File: config.mk
export PLATFORM = sky130hd
export DESIGN_NAME = pw_relu_maxpool
export DESIGN_NICKNAME = d
export VERILOG_FILES = /design/src/rtl/pw_relu_maxpool.sv
export SDC_FILE = /design/constraint.sdc
export NUM_CORES = 2
export LEC_CHECK = 0
export CORE_AREA = 3 3 445 447
export DETAILED_ROUTE_END_ITERATION = 7
export DIE_AREA = 0 0 448 450
export DONT_BUFFER_PORTS = 1
export PLACE_DENSITY = 0.7
export SETUP_SLACK_MARGIN = 0.15
export SLEW_MARGIN = 20
export SYNTH_ARGS = -nofsm -noshare
export SYNTH_HDL_FRONTEND = slang
export SYNTH_SLANG_ARGS = --single-unit
File: constraint.sdc
create_clock -name clk -period 14.2 [get_ports clk]
set_input_delay 1.42 -clock clk [delete_from_list [all_inputs] [get_ports clk]]
set_output_delay 1.42 -clock clk [all_outputs]
set_load 0.005 [all_outputs]
File: src/rtl/pw_relu_maxpool.sv
`default_nettype none
// ============================================================================
// Module   : pw_relu_maxpool
// Purpose  : 2x2/2 max pooling of 9-channel pointwise-conv beats, then optional
//            ReLU (macro PW_POOL_RELU_EN), arithmetic shift and saturation.
// Revision : 1.0 - initial release
// ============================================================================
module pw_relu_maxpool #(
  parameter int IN_W  = 16,
  parameter int OUT_W = 8,
  parameter int SHIFT = 0,
  parameter int IMG_W = 26,
  parameter int IMG_H = 26
) (
  input  logic               clk,
  input  logic               rst,
  input  logic               valid_in,
  input  logic [9*IN_W-1:0]  pw_in,
  output logic [9*OUT_W-1:0] pool_out,
  output logic               valid_out,
  output logic [7:0]         pool_col,
  output logic [7:0]         pool_row,
  output logic               frame_done
);

  localparam int NCH      = 9;
  localparam int LB_N     = IMG_W / 2;
  localparam int AW       = (LB_N > 1) ? $clog2(LB_N) : 1;
  localparam int LB_DEPTH = 1 << AW;
  localparam int CW       = $clog2(IMG_W + 1);
  localparam int RW       = $clog2(IMG_H + 1);

  localparam logic [CW-1:0] COL_LAST     = CW'(IMG_W - 1);
  localparam logic [RW-1:0] ROW_LAST     = RW'(IMG_H - 1);
  localparam logic [CW-1:0] COL_LAST_ODD = CW'(2 * (IMG_W / 2) - 1);
  localparam logic [RW-1:0] ROW_LAST_ODD = RW'(2 * (IMG_H / 2) - 1);

`ifdef PW_POOL_RELU_EN
  localparam logic signed [IN_W-1:0] SAT_HI = IN_W'((2 ** OUT_W) - 1);
  localparam logic signed [IN_W-1:0] SAT_LO = '0;
`else
  localparam logic signed [IN_W-1:0] SAT_HI = IN_W'((2 ** (OUT_W - 1)) - 1);
  localparam logic signed [IN_W-1:0] SAT_LO = IN_W'(-(2 ** (OUT_W - 1)));
`endif

  typedef enum logic [0:0] {
    ROW_EVEN = 1'b0,
    ROW_ODD  = 1'b1
  } state_t;

  state_t             state_q, state_d;
  logic [CW-1:0]      col_q, col_d;
  logic [RW-1:0]      row_q, row_d;
  logic [9*OUT_W-1:0] pool_q, pool_d;
  logic [7:0]         pcol_q, pcol_d;
  logic [7:0]         prow_q, prow_d;
  logic               valid_q, valid_d;
  logic               done_q, done_d;

  logic [AW-1:0]      w_addr;
  logic               w_lb_we;
  logic               w_emit;
  logic [9*OUT_W-1:0] w_res;

  assign w_addr  = col_q[AW:1];
  assign w_lb_we = valid_in && !rst && col_q[0] && (state_q == ROW_EVEN);
  assign w_emit  = col_q[0] && (state_q == ROW_ODD);

  for (genvar k = 0; k < NCH; k++) begin : g_ch
    logic signed [IN_W-1:0] w_px;
    logic signed [IN_W-1:0] hmax_q;
    logic signed [IN_W-1:0] w_hpair;
    logic signed [IN_W-1:0] w_lb;
    logic signed [IN_W-1:0] w_m;
    logic signed [IN_W-1:0] w_v;
    logic [OUT_W-1:0]       w_out;
    logic signed [IN_W-1:0] lb_q [LB_DEPTH];

    assign w_px    = pw_in[k*IN_W +: IN_W];
    assign w_hpair = (w_px > hmax_q) ? w_px : hmax_q;
    assign w_lb    = lb_q[w_addr];
    assign w_m     = (w_lb > w_hpair) ? w_lb : w_hpair;

    always_comb begin
      w_v = w_m;
`ifdef PW_POOL_RELU_EN
      if (w_m[IN_W-1]) w_v = '0;
`endif
      w_v = w_v >>> SHIFT;
      if (w_v > SAT_HI)      w_out = SAT_HI[OUT_W-1:0];
      else if (w_v < SAT_LO) w_out = SAT_LO[OUT_W-1:0];
      else                   w_out = w_v[OUT_W-1:0];
    end

    assign w_res[k*OUT_W +: OUT_W] = w_out;

    always_ff @(posedge clk) begin
      if (rst)           hmax_q <= '0;
      else if (valid_in) hmax_q <= col_q[0] ? w_hpair : w_px;
    end

    // Line buffer carries no reset: every entry is written on an even row before it is read.
    always_ff @(posedge clk) begin
      if (w_lb_we) lb_q[w_addr] <= w_hpair;
    end
  end

  always_comb begin
    state_d = state_q;
    col_d   = col_q;
    row_d   = row_q;
    pool_d  = pool_q;
    pcol_d  = pcol_q;
    prow_d  = prow_q;
    valid_d = 1'b0;
    done_d  = 1'b0;
    if (valid_in) begin
      if (col_q == COL_LAST) begin
        col_d = '0;
        if (row_q == ROW_LAST) begin
          row_d   = '0;
          state_d = ROW_EVEN;
        end else begin
          row_d   = row_q + 1'b1;
          state_d = (state_q == ROW_EVEN) ? ROW_ODD : ROW_EVEN;
        end
      end else begin
        col_d = col_q + 1'b1;
      end
      if (w_emit) begin
        valid_d = 1'b1;
        pool_d  = w_res;
        pcol_d  = 8'(col_q >> 1);
        prow_d  = 8'(row_q >> 1);
        done_d  = (col_q == COL_LAST_ODD) && (row_q == ROW_LAST_ODD);
      end
    end
  end

  always_ff @(posedge clk) begin
    if (rst) begin
      state_q <= ROW_EVEN;
      col_q   <= '0;
      row_q   <= '0;
      pool_q  <= '0;
      pcol_q  <= '0;
      prow_q  <= '0;
      valid_q <= 1'b0;
      done_q  <= 1'b0;
    end else begin
      state_q <= state_d;
      col_q   <= col_d;
      row_q   <= row_d;
      pool_q  <= pool_d;
      pcol_q  <= pcol_d;
      prow_q  <= prow_d;
      valid_q <= valid_d;
      done_q  <= done_d;
    end
  end

  assign pool_out   = pool_q;
  assign valid_out  = valid_q;
  assign pool_col   = pcol_q;
  assign pool_row   = prow_q;
  assign frame_done = done_q;

endmodule
`default_nettype wire

==> summary.md <==
| Metric | Value |
|---|---|
| Status | `completed` |
| Initial core utilization | `54.9%` |
| Setup TNS | `0 ns` |
| Die Y | `450 um` |
| Layout filler cell count | `13752` |
| Clk Latency, worst-skew pair | `0.88 ns` |
| Leakage Power | `38.7 nW` |
| CP max stage cell | `dfxtp_4` |
| Mapped Cells | `approximately 5800` |
| Ranking of synthesized cells by area | `edfxtp_1, mux4_2, dfxtp_1` |
| Initial drt markers | `5951` |
| Post-route cell area | `118000 um2` |
| Worst endpoint required time | `14.96 ns` |
| Worst reg2reg setup slack | `7.37 ns` |
| CTS tree | `done` |
| Cell taking the most area after synthesis | `edfxtp_1` |
| Die ar. | `202000 um2` |
| Max_cap viols | `0` |
| CP Capture Type | `flip-flop` |
| Die W | `448 um` |
| H-tree Lvls | `4` |
| Max clock buf depth | `3` |
| CP Cell Sequence | `buf_12 -> buf_4 -> mux4_2 -> mux4_2 -> ha_1 -> a21o_1 -> a21o_1 -> a21oi_1 -> nor3_1 -> or4_1 -> a221oi_1 -> o21ai_0 -> a2bb2oi_1 -> o21ai_2 -> mux2i_1 -> nor2_1 -> a22o_1` |
| Final Hold Viols | `0` |
| Final min period | `6.83 ns` |
| IO Port Bufs | `0` |
| Post-CTS Hold Buffers | `0` |
| Leading cell type by number of instances after synthesis | `edfxtp_1` |
| Layout cells sized above 1 | `20.3%` |
| Clock root cell | `clkbuf_16` |
| Worst slew pin tran | `between 1 and 1.5 ns` |
| Largest net degree at the start of global routing | `between 200 and 250` |
| Unrepaired setup endpoints after global routing | `no` |
| Synth warn | `0` |
| Max stage delay on crit path | `0.82 ns` |
| CTS clk-pin slew, worst paths | `about 0.06 ns` |
| Synth top area share | `64.7%` |
| Initial antenna violation count | `4` |
| Remaining global-route overflow | `0` |
| Core footprint | `195000 um2` |
| Share of synthesized flip-flops with an asynchronous set or reset | `0%` |
| CP Class | `flip-flop to flip-flop` |
| Portion of netlist area occupied by mux cells | `17.3%` |
| Max rail drop VDD | `around 140 uV` |
| Wirelength, routed | `262000 um` |
| PD cells | `139 nW/um2` |
| Final Setup Violations | `0` |
| DR vias | `between 50000 and 60000` |
| Vias in the first global route | `56130` |
| Setup Fix Bufs, Post-CTS | `0` |
| Final nets | `6347` |
| Max-Slew Margin vs Limit | `23.1%` |
| CP max FO | `91` |
| Seq cells post-synth | `between 2000 and 3000` |
| Post-Synth Adder-Cell Area | `3.28%` |
| Via density | `around 6.5` |
| Synth Cell Area | `roughly 110000 um2` |
| Power, Total | `16.3 mW` |
| Drt wl/cell | `30.2 um` |
| Synth cell count leaders | `edfxtp_1, mux4_2, inv_1` |
| Antenna Nets Post-Route | `0` |
| Synth Area in XOR/XNOR | `0.139%` |
| Unique cell type count in the Yosys netlist | `96` |
| CTS Buf Count | `around 240` |
| Multi-input combinational cell area | `30400 um2` |
| Io pins | `237` |
| Fin crit share | `48.1%` |
| Residual DRC | `0` |
| GPL Wtd Cong | `0.897` |
| Worst path top cell family by delay | `compound AO/OA/AOI/OAI gates` |
| Area Growth Syn to Fin | `10.3%` |
| # rows | `162` |
| Clock Sinks | `2545` |
| Fin. max-slew vios | `0` |
| Post-synthesis simple-gate area fraction | `3.75%` |
| Synth Area in Compound Gates | `3.78%` |
| Drt pass-1 iters | `5` |
| Post-synth EDFFs | `2304` |
| Placed inst area | `110000 um2` |
| Achievable frequency | `146 MHz` |
| Synthesized area per cell | `18.3 um2` |
| Hold WC Path Type | `flip-flop to flip-flop` |
| Worst clock skew | `0.0387 ns` |
| Top FF cell, synth | `edfxtp_1` |
| All-layer global routing usage | `26.3%` |
| Buf/Inv on CP | `2` |
| Reg area | `74000 um2` |
| CP startpoint kind | `flip-flop` |
| Worst EP arrival | `7.59 ns` |
| PostCTS Resize Cnt | `0` |
| First-pass GRT wire length | `388000 um` |
| Post-synthesis sequential area ratio | `69.3%` |
| Main combinational cell family by area after synthesis | `multiplexers` |
| Dpl hpwl | `149000 um` |
## report_power, final
| part | switching, mW | internal (mW) | total (mW) |
|---|---|---|---|
| combinational | 0.894 | 0.544 | 1.44 |
| clock | 2.77 | 3.70 | 6.46 |
| sequential | 0.0366 | 8.40 | 8.44 |
## sequential cells by signal (all words and copies together) (netlist names), named ones only
| name | flops |
|---|---|
| g_ch.lb_q | 2304 |
| pool_row | 4 |
| pool_out | 72 |
| frame_done | 1 |
| pool_col | 4 |
| row_q | 5 |
| state_q | 1 |
| valid_out | 1 |
| col_q | 5 |
| g_ch.hmax_q | 144 |
## final cells by class
type / instances / share of cell area, %
flip-flops and latches: 2545 / 62.8
multi-input cells: 2713 / 25.8
clock buffers: 309 / 5.39
well taps: 2542 / 2.70
clock inverters: 143 / 1.39
inverters: 310 / 0.994
repair buffers: 113 / 0.917
diodes: 6 / 0.0127
## logic make-up (layout without fill, tap and decap cells)
family / after synthesis / count (layout)
buf+inv: 574 / 875
mux: 958 / 958
flops: 2545 / 2545
xor+xnor: 17 / 17
compound gates: 611 / 611
simple gates: 839 / 839
fa+ha+maj: 280 / 280
other cells: 1 / 14
## final timing paths
kind | start | end | depth (start not counted)
worst max-delay path | flip-flop | pool_out[35]$_SDFFE_PP0P_ | 17
worst min-delay path | g_ch[1].hmax_q[3]$_SDFFE_PP0P_ | g_ch[1].hmax_q[3]$_SDFFE_PP0P_ | 2
worst min register to register | g_ch[1].hmax_q[3]$_SDFFE_PP0P_ | g_ch[1].hmax_q[3]$_SDFFE_PP0P_ | 2
worst max register to register | flip-flop | pool_out[35]$_SDFFE_PP0P_ | 17
## per-stage QoR
step,hold slack (ns),cells,utilization [%],setup slack (ns)
after floorplan,0.439,5832,-,5.31
after global placement,0.456,8221,56.4,7.33
after detailed placement,0.464,8221,56.4,7.22
after CTS,0.473,8673,60.5,7.27
after global routing,0.497,8681,60.6,6.86
final,0.475,8681,60.6,7.37
## cell usage in the layout (no fill, tap or decap), types with 43 or more instances in the layout
cell,Yosys,routed
clkbuf_1,103,61
inv_1,308,308
a211oi_1,55,54
buf_4,54,95
nor2_1,263,245
ha_1,278,278
mux4_2,687,687
o21ai_0,94,81
edfxtp_1,2304,2304
nand4_1,104,104
clkbuf_16,0,241
a21oi_1,213,213
nor4_1,43,43
dfxtp_1,241,237
nor2b_1,44,44
clkinv_1,1,48
mux2i_1,228,227
nand2_1,229,229
a21o_1,65,65
## per-layer routing
layer / routed length (um) / global-route usage, % / vias to the layer above
met1: 103000 / 36.1 / 29649
met2: 133000 / 43.8 / 2201
li1: - / - / 23755
met4: 9070 / 9.02 / 0
met3: 16800 / 3.67 / 408
met5: 0 / 0 / -
## tightest hold or removal path, delay by kind of cell (launching register included)
family / cells / cell delay, ns
AO/OA/AOI/OAI: 1 / 0.05
AND/OR/NAND/NOR: 1 / 0.05
flip-flops: 1 / 0.32
Power figures use the tool's default switching activity.
